`src/rtl/pipe_pkg.sv`:
```
// Shared pipeline definitions: per-register stall codes, the hazard
// controller's wait-state FSM encoding and a source/destination match helper.
package pipe_pkg;

    // Stall codes driven to every pipeline register
    localparam logic [1:0] STALL_RUN    = 2'b00;  // advance
    localparam logic [1:0] STALL_BUBBLE = 2'b01;  // clear, inserts a bubble
    localparam logic [1:0] STALL_FLUSH  = 2'b10;  // clear, squashes a wrong-path fetch
    localparam logic [1:0] STALL_HOLD   = 2'b11;  // keep current contents

    // Data-memory wait-state FSM
    typedef enum logic {
        ST_RUN   = 1'b0,
        ST_MWAIT = 1'b1
    } hz_state_t;

    localparam int WAIT_CNT_W = 8;

    // True when a used ID source matches a producer's destination.
    // Register 0 is hard-wired to zero and never produces a hazard.
    function automatic logic src_match(input logic [4:0] src,
                                       input logic       src_used,
                                       input logic [4:0] dst);
        return src_used && (dst != 5'd0) && (src == dst);
    endfunction

endpackage

```
`src/rtl/hazard_perf.sv`:
```
// Saturating 32-bit event counters for the hazard controller: bubble,
// flush and freeze cycles. Only built when HAZARD_PERF_EN is defined.
module hazard_perf
    import pipe_pkg::*;
(
    input  logic        clk,
    input  logic        i_rst_n,
    input  logic        i_bubble,
    input  logic        i_flush,
    input  logic        i_wait,
    output logic [31:0] o_perf_bubble,
    output logic [31:0] o_perf_flush,
    output logic [31:0] o_perf_wait
);

    logic [2:0]  w_event;
    logic [31:0] r_cnt [3];

    assign w_event = {i_wait, i_flush, i_bubble};

    genvar gi;
    generate
        for (gi = 0; gi < 3; gi++) begin : g_cnt
            // Count one event class per cycle, sticking at all-ones
            always_ff @(posedge clk or negedge i_rst_n) begin
                if (!i_rst_n) begin
                    r_cnt[gi] <= '0;
                end else if (w_event[gi] && (r_cnt[gi] != '1)) begin
                    r_cnt[gi] <= r_cnt[gi] + 32'd1;
                end
            end
        end
    endgenerate

    assign o_perf_bubble = r_cnt[0];
    assign o_perf_flush  = r_cnt[1];
    assign o_perf_wait   = r_cnt[2];

endmodule

```
`src/rtl/hazard_ctrl.sv`:
```
// Pipeline hazard and stall controller for the 5-stage core.
// Detects load-use and branch-operand hazards, taken-branch redirects and
// data-memory wait states, and drives the stall codes of the four pipeline
// registers plus the PC hold. A RUN/MWAIT FSM with a timeout counter freezes
// the pipe until memory acknowledges or the wait is forcibly released.
// Optional feature macro: HAZARD_PERF_EN adds perf_bubble/perf_flush/perf_wait.
module hazard_ctrl
    import pipe_pkg::*;
#(
    parameter int MEM_TIMEOUT = 16
) (
    input  logic       clk,
    input  logic       rst,
    input  logic [4:0] id_rs,
    input  logic [4:0] id_rt,
    input  logic       id_use_rs,
    input  logic       id_use_rt,
    input  logic       id_branch,
    input  logic       id_branch_taken,
    input  logic       ex_RegWrite,
    input  logic       ex_MemtoReg,
    input  logic [4:0] ex_wreg,
    input  logic       mem_MemtoReg,
    input  logic [4:0] mem_wreg,
    input  logic       dmem_req,
    input  logic       dmem_ack,
    output logic       pc_stall,
    output logic [1:0] if_id_stall,
    output logic [1:0] id_ex_stall,
    output logic [1:0] ex_mem_stall,
    output logic [1:0] mem_wb_stall,
    output logic       mem_err
`ifdef HAZARD_PERF_EN
    ,
    output logic [31:0] perf_bubble,
    output logic [31:0] perf_flush,
    output logic [31:0] perf_wait
`endif
);

    localparam logic [WAIT_CNT_W-1:0] TIMEOUT_CNT = WAIT_CNT_W'(MEM_TIMEOUT);

    hz_state_t             r_state;
    logic [WAIT_CNT_W-1:0] r_wait_cnt;
    logic                  r_mem_err;

    logic w_hit_ex;
    logic w_hit_mem;
    logic w_load_use;
    logic w_br_haz;
    logic w_timeout;
    logic w_release;
    logic w_freeze;
    logic w_bubble;
    logic w_flush;

    // Hazard detection against the EX and MEM producers
    always_comb begin
        w_hit_ex   = src_match(id_rs, id_use_rs, ex_wreg)  | src_match(id_rt, id_use_rt, ex_wreg);
        w_hit_mem  = src_match(id_rs, id_use_rs, mem_wreg) | src_match(id_rt, id_use_rt, mem_wreg);
        w_load_use = ex_MemtoReg & ex_RegWrite & w_hit_ex;
        w_br_haz   = id_branch & ((ex_RegWrite & w_hit_ex) | (mem_MemtoReg & w_hit_mem));
    end

    // Freeze resolution: an ack or a timeout in MWAIT releases the pipe this
    // very cycle, so that cycle falls through to the non-freeze rules
    always_comb begin
        w_timeout = (r_wait_cnt == TIMEOUT_CNT);
        w_release = (r_state == ST_MWAIT) & (dmem_ack | w_timeout);
        w_freeze  = ((r_state == ST_MWAIT) & ~w_release) |
                    ((r_state == ST_RUN) & dmem_req & ~dmem_ack);
        w_bubble  = ~w_freeze & (w_load_use | w_br_haz);
        w_flush   = ~w_freeze & ~(w_load_use | w_br_haz) & id_branch_taken;
    end

    // Stall code generation in priority order; reset forces every register clear
    always_comb begin
        pc_stall     = 1'b0;
        if_id_stall  = STALL_RUN;
        id_ex_stall  = STALL_RUN;
        ex_mem_stall = STALL_RUN;
        mem_wb_stall = STALL_RUN;
        if (!rst) begin
            pc_stall     = 1'b1;
            if_id_stall  = STALL_BUBBLE;
            id_ex_stall  = STALL_BUBBLE;
            ex_mem_stall = STALL_BUBBLE;
            mem_wb_stall = STALL_BUBBLE;
        end else if (w_freeze) begin
            pc_stall     = 1'b1;
            if_id_stall  = STALL_HOLD;
            id_ex_stall  = STALL_HOLD;
            ex_mem_stall = STALL_HOLD;
            mem_wb_stall = STALL_BUBBLE;
        end else if (w_bubble) begin
            pc_stall     = 1'b1;
            if_id_stall  = STALL_HOLD;
            id_ex_stall  = STALL_BUBBLE;
        end else if (w_flush) begin
            if_id_stall  = STALL_FLUSH;
        end
    end

    // Wait-state FSM with timeout counter and registered error pulse
    always_ff @(posedge clk or negedge rst) begin
        if (!rst) begin
            r_state    <= ST_RUN;
            r_wait_cnt <= '0;
            r_mem_err  <= 1'b0;
        end else begin
            r_mem_err <= 1'b0;
            case (r_state)
                ST_RUN: begin
                    if (dmem_req && !dmem_ack) begin
                        r_state    <= ST_MWAIT;
                        r_wait_cnt <= WAIT_CNT_W'(1);
                    end
                end
                ST_MWAIT: begin
                    // A dropped request is ignored: only ack or timeout ends the wait
                    if (dmem_ack) begin
                        r_state    <= ST_RUN;
                        r_wait_cnt <= '0;
                    end else if (w_timeout) begin
                        r_state    <= ST_RUN;
                        r_wait_cnt <= '0;
                        r_mem_err  <= 1'b1;
                    end else begin
                        r_wait_cnt <= r_wait_cnt + WAIT_CNT_W'(1);
                    end
                end
                default: begin
                    r_state    <= ST_RUN;
                    r_wait_cnt <= '0;
                end
            endcase
        end
    end

    assign mem_err = r_mem_err;

`ifdef HAZARD_PERF_EN
    hazard_perf u_perf (
        .clk           (clk),
        .i_rst_n       (rst),
        .i_bubble      (w_bubble),
        .i_flush       (w_flush),
        .i_wait        (w_freeze),
        .o_perf_bubble (perf_bubble),
        .o_perf_flush  (perf_flush),
        .o_perf_wait   (perf_wait)
    );
`endif

endmodule
```
`config.mk`:
```
export PLATFORM = sky130hd
export DESIGN_NAME = hazard_ctrl
export DESIGN_NICKNAME = d
export VERILOG_FILES = /design/src/rtl/pipe_pkg.sv /design/src/rtl/hazard_perf.sv /design/src/rtl/hazard_ctrl.sv
export SDC_FILE = /design/constraint.sdc
export NUM_CORES = 1
export LEC_CHECK = 0
export CAP_MARGIN = 20
export CORE_MARGIN = 1.5
export CORE_UTILIZATION = 42
export CTS_CLUSTER_DIAMETER = 200
export CTS_CLUSTER_SIZE = 10
export DETAILED_ROUTE_END_ITERATION = 16
export GPL_TIMING_DRIVEN = 0
export MAX_ROUTING_LAYER = met4
export PLACE_DENSITY = 0.9
export SLEW_MARGIN = 20
export SYNTH_ARGS = -nofsm -noshare
export SYNTH_HDL_FRONTEND = slang
export SYNTH_SLANG_ARGS = --single-unit
```
`constraint.sdc`:
```
create_clock -name clk -period 2.27 [get_ports clk]
set_input_delay 0.3405 -clock clk [delete_from_list [all_inputs] [get_ports clk]]
set_output_delay 0.3405 -clock clk [all_outputs]
set_load 0.01 [all_outputs]
```
==> results by group <==
Floorplanning
  • Die footprint: between 2000 and 3000 um^2
  • # IOs: around 40
  • Initial Util: between 40% and 50%
  • Placeable core area: just over 2000 um^2
  • Die height: approximately 50 um
  • FP Rows: 16
  • Die extent in x: 50.27 um

Placed design
  • DP HPWL: 2019 um
  • Final Wtd Congestion: 0.9487
  • Port Buffer Count: 39
  • Area after DPL: 1363 um^2

Logic synthesis
  • Avg Cell Area, Syn: roughly 9 um^2
  • Post-Synth Adder-Cell Area: roughly 2.7%
  • Post-synthesis cell type count: 36
  • Simple-gate share of the synthesized area: 25.20%
  • Ys async rst share: 100.0%
  • Synthesized area: roughly 940 um^2
  • Top FF cell, synth: dfrtp_1
  • Complex-gate fraction of the synthesized area: a little under a fifth
  • Seq/Total Area, Yosys: a little over a quarter
  • EDFF count, synth: 0
  • XOR/XNOR Fraction of Synth Area: roughly 20%
  • Yosys Warn Count: 0
  • Post-synthesis register bit count: 10
  • Net count after synthesis: roughly 140
  • Mapped Cells: around 110
  • Mux contribution to synthesized area: 1.067%
  • Combinational family with the most area after synthesis: simple AND/OR/NAND/NOR gates

Timing
  • Final hold violation count: 0
  • Tmin final: 2.221 ns
  • Worst Skew: ~0.0078 ns
  • Fin crit share: a little over nine tenths
  • Post-route setup TNS: 0 ns
  • Max frequency: ~450 MHz
  • Final Max Slew Viols: 0
  • RSZ-0062 raised after global routing: yes
  • Final setup fails: 0
  • Final hold slack: 0.4502 ns
  • Slew at the pin closest to its max-slew limit: approximately 0.6 ns
  • Max-slew headroom: 60.68%

Clock network
  • Clk_lat worst skew: about 0.26 ns
  • Clock transition at path regs: roughly 0.060 ns
  • CTS root buf: clkbuf_4
  • Clk buf depth: 2
  • TritonCTS Buffers: 3
  • CTS tree: done
  • Htree depth: 1
  • Clk sinks: 10

Worst setup path
  • Startpoint Class: flip-flop
  • WP buf/inv: 3
  • CP Max Fanout: 3
  • Crit Path Class: reg -> out
  • Worst EP arrival: 1.88 ns
  • CP endpoint kind: output port
  • Cell family with most CP delay: simple AND/OR/NAND/NOR gates
  • Critical path, cell by cell: inv_2 -> ha_4 -> nand4bb_4 -> nor4_4 -> a211oi_2 -> nand2b_4 -> nand2b_4 -> buf_6 -> buf_6
  • Worst EP required: about 1.9 ns
  • CP max stage delay: ~0.39 ns
  • Slowest CP cell: dfrtp_1

Final layout
  • Final non-filler cell area: approximately 1500 um^2
  • Final net count: 190
  • Utilization after layout: a little under three quarters
  • Layout cells sized above 1: 23.87%
  • N_diodes: 0
  • Area delta synth->final: 55.20%

Power and ir drop
  • LEAKAGE: between 0.5 and 0.6 nW
  • VDD IR max: 0.3972 mV
  • Ratio of total power to cell area: approximately 380 nW/um^2
  • Pwr Total: approximately 0.00055 W

Detailed routing
  • DR WL met3: 172 um
  • Antenna Nets Post-Route: 0
  • Drt via density: about 5.5
  • Met2 WL: 1421 um
  • Drt total wl: 2783 um
  • Initial DRC count: 35
  • Detailed-routing wirelength on met1: roughly 1100 um
  • Detailed-route via count: between 900 and 1000
  • Initial DRT Pass Iterations: 4
  • Top Metal Used: met4
  • Remaining DRCs: 0
  • Drt wl/cell: roughly 15 um

Job
  • Max-Cap Viols: 0

Global route
  • Initial antenna violation count: 0
  • Total GRT Usage: around a quarter
  • Vias in the first global route: between 900 and 1000
  • Largest net degree at the start of global routing: 14
  • First-pass GRT wire length: 4416 um
  • Global route total overflow: 0

Status
  • Status: completed

Worst hold path
  • HP Class: in -> async
-- logic make-up after synthesis --
group | after synthesis
multiplexers | 1
AO/OA/AOI/OAI | 23
adder cells (fa/ha/maj) | 2
flip-flops | 10
AND/OR/NAND/NOR | 38
XOR/XNOR | 21
other | 1
buffers and inverters | 9
-- through the flow --
step           std cells  setup slack (ns)
5_1_grt              182          -0.06566
2_1_floorplan        105            0.2493
3_5_place_dp         171           -0.5330
3_3_place_gp         171           -0.5152
4_1_cts              180          -0.03438
6_report             182           0.04890
-- synthesized netlist by cell type (2+ instances only) --
cell | n | area, um^2
o22ai_1 | 3 | 18.77
ha_1 | 2 | 25.02
and3_1 | 2 | 12.51
dfrtp_1 | 10 | 250.2
nand2_1 | 10 | 37.54
nand3_1 | 2 | 10.01
nor2_1 | 7 | 26.28
o21ai_1 | 8 | 40.04
xnor2_1 | 21 | 183.9
nor3_1 | 2 | 10.01
buf_4 | 5 | 37.54
a21oi_1 | 2 | 10.01
nor2b_1 | 2 | 12.51
inv_1 | 3 | 11.26
nand4_1 | 4 | 25.02
and2_1 | 2 | 12.51
-- path summary, 6_finish.rpt --
check                           depth (start not counted)     startpoint  slack (ns)              to
worst min register to register                          1  r_wait_cnt[7]        0.48   r_wait_cnt[7]
worst min-delay path                                    1            rst        0.45   r_wait_cnt[3]
max in group asynchronous                               1            rst        1.43   r_wait_cnt[5]
worst max register to register                          8  r_wait_cnt[0]        0.47   r_wait_cnt[5]
worst max-delay path                                    9  r_wait_cnt[0]        0.05  if_id_stall[0]
min in group clk                                        1  r_wait_cnt[7]        0.48   r_wait_cnt[7]
-- per-layer routing --
layer | GRT usage, % | vias to the layer above
li1 | - | 469
met4 | 4.167 | 0
met1 | 27.56 | 465
met5 | - | -
met2 | 40.79 | 51
met3 | 5.060 | 10
-- sequential cells by signal, indices dropped and copies added, names as in the netlist --
name,count
mem_err,1
r_state,1
r_wait_cnt,8
-- final cells by class --
class / count / area [um^2]
plain buffers: 5 / 42.54
flip-flops and latches: 10 / 250.2
fillers: 158 / 585.6
multi-input cells: 86 / 663.1
well taps: 27 / 33.78
clock buffers: 3 / 22.52
inverters: 3 / 11.26
repair buffers: 48 / 432.9
-- timing repair --
| item | in CTS | in global routing |
|---|---|---|
| resized for setup | 36 | 7 |
| hold buffers | 0 | 0 |
| setup buffers | 6 | 3 |
| pin swaps | 4 | 3 |
| endpoints found under the setup margin | 8 | 8 |
-- power breakdown --
group          internal [W]  switching, W
combinational      0.000137      0.000101
sequential         0.000186    0.00000965
clock             0.0000610     0.0000553
total              0.000384      0.000166
-- worst register-to-register path, delay by kind of cell (launching register included) --
kind                     cells  cell delay [ns]
AO/OA/AOI/OAI                4             0.75
flip-flops                   1             0.39
AND/OR/NAND/NOR              1             0.13
buffers and inverters        2             0.25
adder cells (fa/ha/maj)      1             0.14
-- cell usage in the layout (no fill, tap or decap), types with 2 or more instances in the layout --
cell / count
dfrtp_1: 10
buf_4: 11
nand4_1: 4
o22ai_1: 2
clkbuf_2: 4
xnor2_1: 21
clkdlybuf4s50_1: 28
dlygate4sd2_1: 3
nor2_1: 7
buf_2: 2
nor2b_1: 2
nor3_1: 2
and3_1: 2
buf_6: 5
nand3_1: 2
a21oi_1: 2
nand2b_4: 2
nand2_1: 10
inv_2: 2
clkbuf_4: 3
o21ai_1: 8
Note: power is estimated with default switching activity, not from simulation.
==> RTL change 1, RTL diff (config.mk and constraints unchanged) <==
The package constant `WAIT_CNT_W` goes from 8 to 12.
--- a/src/rtl/pipe_pkg.sv
+++ b/src/rtl/pipe_pkg.sv
@@ -14,7 +14,7 @@
         ST_MWAIT = 1'b1
     } hz_state_t;
 
-    localparam int WAIT_CNT_W = 8;
+    localparam int WAIT_CNT_W = 12;
 
     // True when a used ID source matches a producer's destination.
     // Register 0 is hard-wired to zero and never produces a hazard.
Formal check against the unedited RTL: no difference found for any inputs over 10 cycles, from zero or initial values and one cycle with rst low; that may be too few to reach the edited logic, so the function may still have changed.
==> RTL change 1 against the unedited design <==
- the run now ends with setup timing left
- routed wire length is 35% higher
- total power is 37% higher
- via count is 31% higher
- setup slack worse by 0.30 ns
- sequential cell count is 4 higher
- design area is 26% higher
- area after synthesis is 18% higher
- count of clock-buffer cells in the layout stayed put
- first-iteration DRC count is 69% higher
- sequential power is 37% higher
- largest cell class unchanged
- largest power group unchanged
==> RTL change 1: results (changes against the unedited design) <==
INFO  floorplanning  fp.dieW=54.29microns [was 50.27 microns]
INFO  layout         ff_latch_area=351.6squm [was 250.2 sq um]
INFO  detailed_routing post_drt_via_cell_ratio=5.648 [was 5.467]
INFO  global_route   gr-usage-met1=26.47% [was 27.56%]
INFO  layout         clock_cell_area_share=1.231% [was 1.546%]
INFO  timing         finalClockSkew=0.008484ns [was 0.007820 ns]
INFO  yosys          adder_cell_share_of_the_synthesized_area=2.265% [was 2.667%]
INFO  detailed_routing met3WireLength=427microns [was 172 microns]
INFO  global_route   first_global_vias=1,203 [was 981]
INFO  detailed_routing num_vias=1,299 [was 995]
INFO  worst_setup_path cp_max_fo=4 [was 3]
INFO  layout         layout.nets=235 [was 190]
INFO  status         outcome=complete, but fails checks [was finished clean]
INFO  status         violations_in_the_final_reports=setup timing
INFO  detailed_routing wl_met2=1834microns [was 1421 microns]
INFO  layout         inverters=6 [was 3]
INFO  placement      gp_congestion=0.9252 [was 0.9487]
INFO  worst_setup_path critical_path_arrival=2.18ns [was 1.88 ns]
INFO  yosys          post_synth_main_area_contributors=sky130_fd_sc_hd__dfrtp_1 (32%), sky130_fd_sc_hd__xnor2_1 (16%), sky130_fd_sc_hd__o21ai_0 (7.2%), sky130_fd_sc_hd__nand2_1 (4.1%), sky130_fd_sc_hd__buf_4 (3.4%) [was sky130_fd_sc_hd__dfrtp_1 (27%), sky130_fd_sc_hd__xnor2_1 (20%), sky130_fd_sc_hd__o21ai_1 (4.3%), sky130_fd_sc_hd__buf_4 (4.0%), sky130_fd_sc_hd__nand2_1 (4.0%)]
INFO  layout         utilization=73.84% [was 71.32%]
INFO  pwr            ir_drop=419.3uV [was 397.2 uV]
INFO  worst_setup_path regToRegEndpoint=r_wait_cnt[0] [was r_wait_cnt[5]]
INFO  layout         final_layout_size_suffix_gt1_share=27.50% [was 23.87%]
INFO  yosys          synth-seq-cells=14 [was 10]
INFO  global_route   globalRouteTotalUtil=26.63% [was 23.30%]
INFO  yosys          ys_types=34 [was 36]
INFO  layout         non_clock_buffer_count=70 [was 53]
INFO  global_route   grt_pass1_wl=5292microns [was 4416 microns]
INFO  clock_tree     cts.clk_slew.worst_paths=0.08ns [was 0.06 ns]
INFO  timing         setup_violations=9 [was 0]
INFO  timing         finalWorstSetupSlack=-0.2477ns [was 0.04890 ns]
INFO  yosys          synth_xor_area_share=17.44% [was 19.60%]
INFO  yosys          synth_commonest_cells=sky130_fd_sc_hd__xnor2_1 (20), sky130_fd_sc_hd__o21ai_0 (16), sky130_fd_sc_hd__dfrtp_1 (14) [was sky130_fd_sc_hd__xnor2_1 (21), sky130_fd_sc_hd__dfrtp_1 (10), sky130_fd_sc_hd__nand2_1 (10)]
INFO  detailed_routing drt-met1-wl=1311microns [was 1092 microns]
INFO  placement      placed_area=1533squm [was 1363 sq um]
INFO  global_route   grt_start_max_net_pins=18 [was 14]
INFO  global_route   gr-usage-met2=46.99% [was 40.79%]
INFO  worst_setup_path rr_worst_depth=16 [was 8]
==> RTL change 1: cell types whose count changed in the layout (fill, tap and decap cells not counted), moves of 2 or more <==
cell / change
sky130_fd_sc_hd__nand3_1: +4
sky130_fd_sc_hd__buf_6: +6
sky130_fd_sc_hd__nand2_1: +2
sky130_fd_sc_hd__inv_1: +2
sky130_fd_sc_hd__xor2_1: +2
sky130_fd_sc_hd__o21ai_1: -8
sky130_fd_sc_hd__nand2b_1: +3
sky130_fd_sc_hd__buf_4: +11
sky130_fd_sc_hd__o21ai_0: +15
sky130_fd_sc_hd__dfrtp_1: +3
sky130_fd_sc_hd__clkbuf_2: -3
sky130_fd_sc_hd__nor2_1: +2
==> RTL change 1: how the worst min path moves through the flow <==
stage / endpoint / slack [ns] / cells past startpoint
global route: r_state / 0.16 / 1
detailed placement: r_wait_cnt[10] / 0.53 / 1
CTS: r_wait_cnt[0] / 0.51 / 1
finish: r_wait_cnt[0] / 0.11 / 1
global placement: r_wait_cnt[10] / 0.50 / 1
floorplan: mem_err / 0.04 / 0
==> RTL change 1: cell families (layout without fill, tap and decap cells) <==
logic type / count (synthesis) / count (layout)
AND/OR/NAND/NOR: 50 / 50
AO/OA/AOI/OAI: 32 / 32
XOR/XNOR: 22 / 22
flip-flops: 14 / 14
buffers and inverters: 14 / 79
adder cells (fa/ha/maj): 2 / 2
other: 1 / 1
==> RTL change 1: power by group through the flow <==
stage,Combinational (uW),Clock [uW],Sequential (uW)
2_1_floorplan,97.8,0,269
3_3_place_gp,197,0,271
3_5_place_dp,201,0,271
4_1_cts,300,146,265
5_1_grt,367,151,268
6_report,343,140,268
==> RTL change 1: timing repair <==
item | CTS | global route
setup buffers | 22 | 4
gates resized for setup | 54 | 6
endpoints found under the setup margin | 8 | 9
pin swaps | 5 | 1
==> RTL change 2, RTL diff (config.mk and constraints unchanged) <==
Made on the original files. Put one more register stage on the output `mem_err`. The value now appears one clock later. The other outputs are not delayed to match.
--- a/src/rtl/hazard_ctrl.sv
+++ b/src/rtl/hazard_ctrl.sv
@@ -137,7 +137,9 @@
         end
     end
 
-    assign mem_err = r_mem_err;
+    always_ff @(posedge clk) begin
+        mem_err <= r_mem_err;
+    end
 
 `ifdef HAZARD_PERF_EN
     hazard_perf u_perf (
Check against the original RTL: no difference found for any inputs over 10 cycles, from zero or initial values and one cycle with rst low; that may be too few to reach the edited logic, so the function may still have changed.
==> RTL change 2 against the unedited design <==
- the run now ends with setup timing left
- utilization increased by 3.8 points
- cell count increased by 8.8%
- register-to-register slack got worse by 0.46 ns
- design area increased by 13%
- total power increased by 20%
- area after synthesis increased by 3.1%
- via count increased by 7.3%
- setup slack got worse by 0.14 ns
- worst hold slack got worse by 0.097 ns
- combinational power increased by 32%
- sequential cell count increased by 1
- critical path depth unchanged
- clock skew decreased by 0.0010 ns
- routed wire length increased by 17%
- critical path type unchanged
==> RTL change 2: results (changes against the unedited design) <==
INFO  timing         finalWorstSetupSlack=-0.08663ns [was 0.04890 ns]
INFO  layout         fill_cells=146 [was 158]
INFO  global_route   grt_pass1_wl=5202microns [was 4416 microns]
INFO  yosys          synthCells=106 [was 105]
INFO  placement      dpl.hpwl=2182microns [was 2019 microns]
INFO  yosys          post_synth_main_area_contributors=sky130_fd_sc_hd__dfrtp_1 (26%), sky130_fd_sc_hd__xnor2_1 (18%), sky130_fd_sc_hd__buf_4 (3.9%), sky130_fd_sc_hd__o21ai_1 (3.6%), sky130_fd_sc_hd__nand2_1 (3.5%) [was sky130_fd_sc_hd__dfrtp_1 (27%), sky130_fd_sc_hd__xnor2_1 (20%), sky130_fd_sc_hd__o21ai_1 (4.3%), sky130_fd_sc_hd__buf_4 (4.0%), sky130_fd_sc_hd__nand2_1 (4.0%)]
INFO  yosys          synth_compound_area_share=18.89% [was 18.67%]
INFO  placement      gp_congestion=0.8583 [was 0.9487]
INFO  timing         slew-limit-headroom=56.81% [was 60.68%]
INFO  pwr            leakagePower=0.0006938uW [was 0.0005915 uW]
INFO  yosys          synth_xor_area_share=19.02% [was 19.60%]
INFO  yosys          seq_area_frac_synth=27.94% [was 26.67%]
INFO  detailed_routing postRouteWirelength=3257microns [was 2783 microns]
INFO  placement      dpl.cell_count=173 [was 171]
INFO  placement      placed_area=1393squm [was 1363 sq um]
INFO  global_route   grt_start_max_net_pins=15 [was 14]
INFO  yosys          ys_types=37 [was 36]
INFO  placement      dp_slack=-0.5648ns [was -0.5330 ns]
INFO  detailed_routing drtIter0Drc=29 [was 35]
INFO  status         outcome=complete, but fails checks [was finished clean]
INFO  layout         area_growth=70.12% [was 55.20%]
INFO  layout         multi_input_area=698.2squm [was 663.1 sq um]
INFO  worst_setup_path cp_max_fo=4 [was 3]
INFO  status         violations_in_the_final_reports=setup timing
INFO  timing         setup_violations=5 [was 0]
RTL change 2: cell families after synthesis:
logic type,count (synthesis)
AOI/OAI and AO/OA,24
other,1
xor gates and xnor gates,21
adders and majority gates,2
DFF,11
buffers and inverters,9
and+or+nand+nor,38
RTL change 2: critical path, stage by stage (launching register included):
cell                        delay (ns)
sky130_fd_sc_hd__dfrtp_1          0.40
sky130_fd_sc_hd__inv_2            0.08
sky130_fd_sc_hd__ha_4             0.15
sky130_fd_sc_hd__nand4bb_4        0.14
sky130_fd_sc_hd__nor4_4           0.24
sky130_fd_sc_hd__a211oi_4         0.12
sky130_fd_sc_hd__nand2b_4         0.17
sky130_fd_sc_hd__o21bai_4         0.20
sky130_fd_sc_hd__buf_6            0.12
sky130_fd_sc_hd__buf_6            0.11
RTL change 2: worst paths after layout:
kind / startpoint / to / slack, ns / cells past startpoint
max reg2reg: r_wait_cnt[0] / r_wait_cnt[0] / 0.01 / 16
min in group asynchronous: rst / r_wait_cnt[1] / 0.46 / 1
min reg2reg: r_mem_err / mem_err / 0.35 / 0
max in group asynchronous: rst / r_wait_cnt[6] / 1.39 / 1
min: r_mem_err / mem_err / 0.35 / 0
max: r_wait_cnt[1] / if_id_stall[0] / -0.09 / 9
RTL change 2: cell type report:
| cell class | instances | area share, % |
|---|---|---|
| Timing Repair Buffer | 60 | 33.54 |
| Inverter | 4 | 0.9125 |
| Tap cell | 28 | 2.129 |
| Sequential cell | 11 | 16.43 |
| Clock buffer | 4 | 1.597 |
| Multi-Input combinational cell | 86 | 42.43 |
| Buffer | 5 | 2.966 |
RTL change 2: power by group:
part | leakage, uW | internal (uW) | switching [uW] | total, uW
combinational | 0.000535 | 189 | 124 | 313
sequential | 0.000143 | 203 | 10.1 | 213
clock | 0.0000150 | 68.1 | 66.1 | 134
total | 0.000694 | 460 | 201 | 661
RTL change 2: routing by layer:
layer  up-vias  track usage [%]  part of all wire [%]  wire [microns]
met2        55            47.84                    50            1643
met4         0            8.108                   2.5              82
met1       501            32.72                    41            1337
met5         -                -                     0               0
met3        10            5.263                   6.0             194
li1        502                -                     -               -
RTL change 2: what timing repair did:
item,in CTS,in global routing
cloned,0,0
pin swaps,5,3
endpoints found under the hold margin,0,0
setup buffers,21,3
endpoints found under the setup margin,8,9
resized for setup,41,16
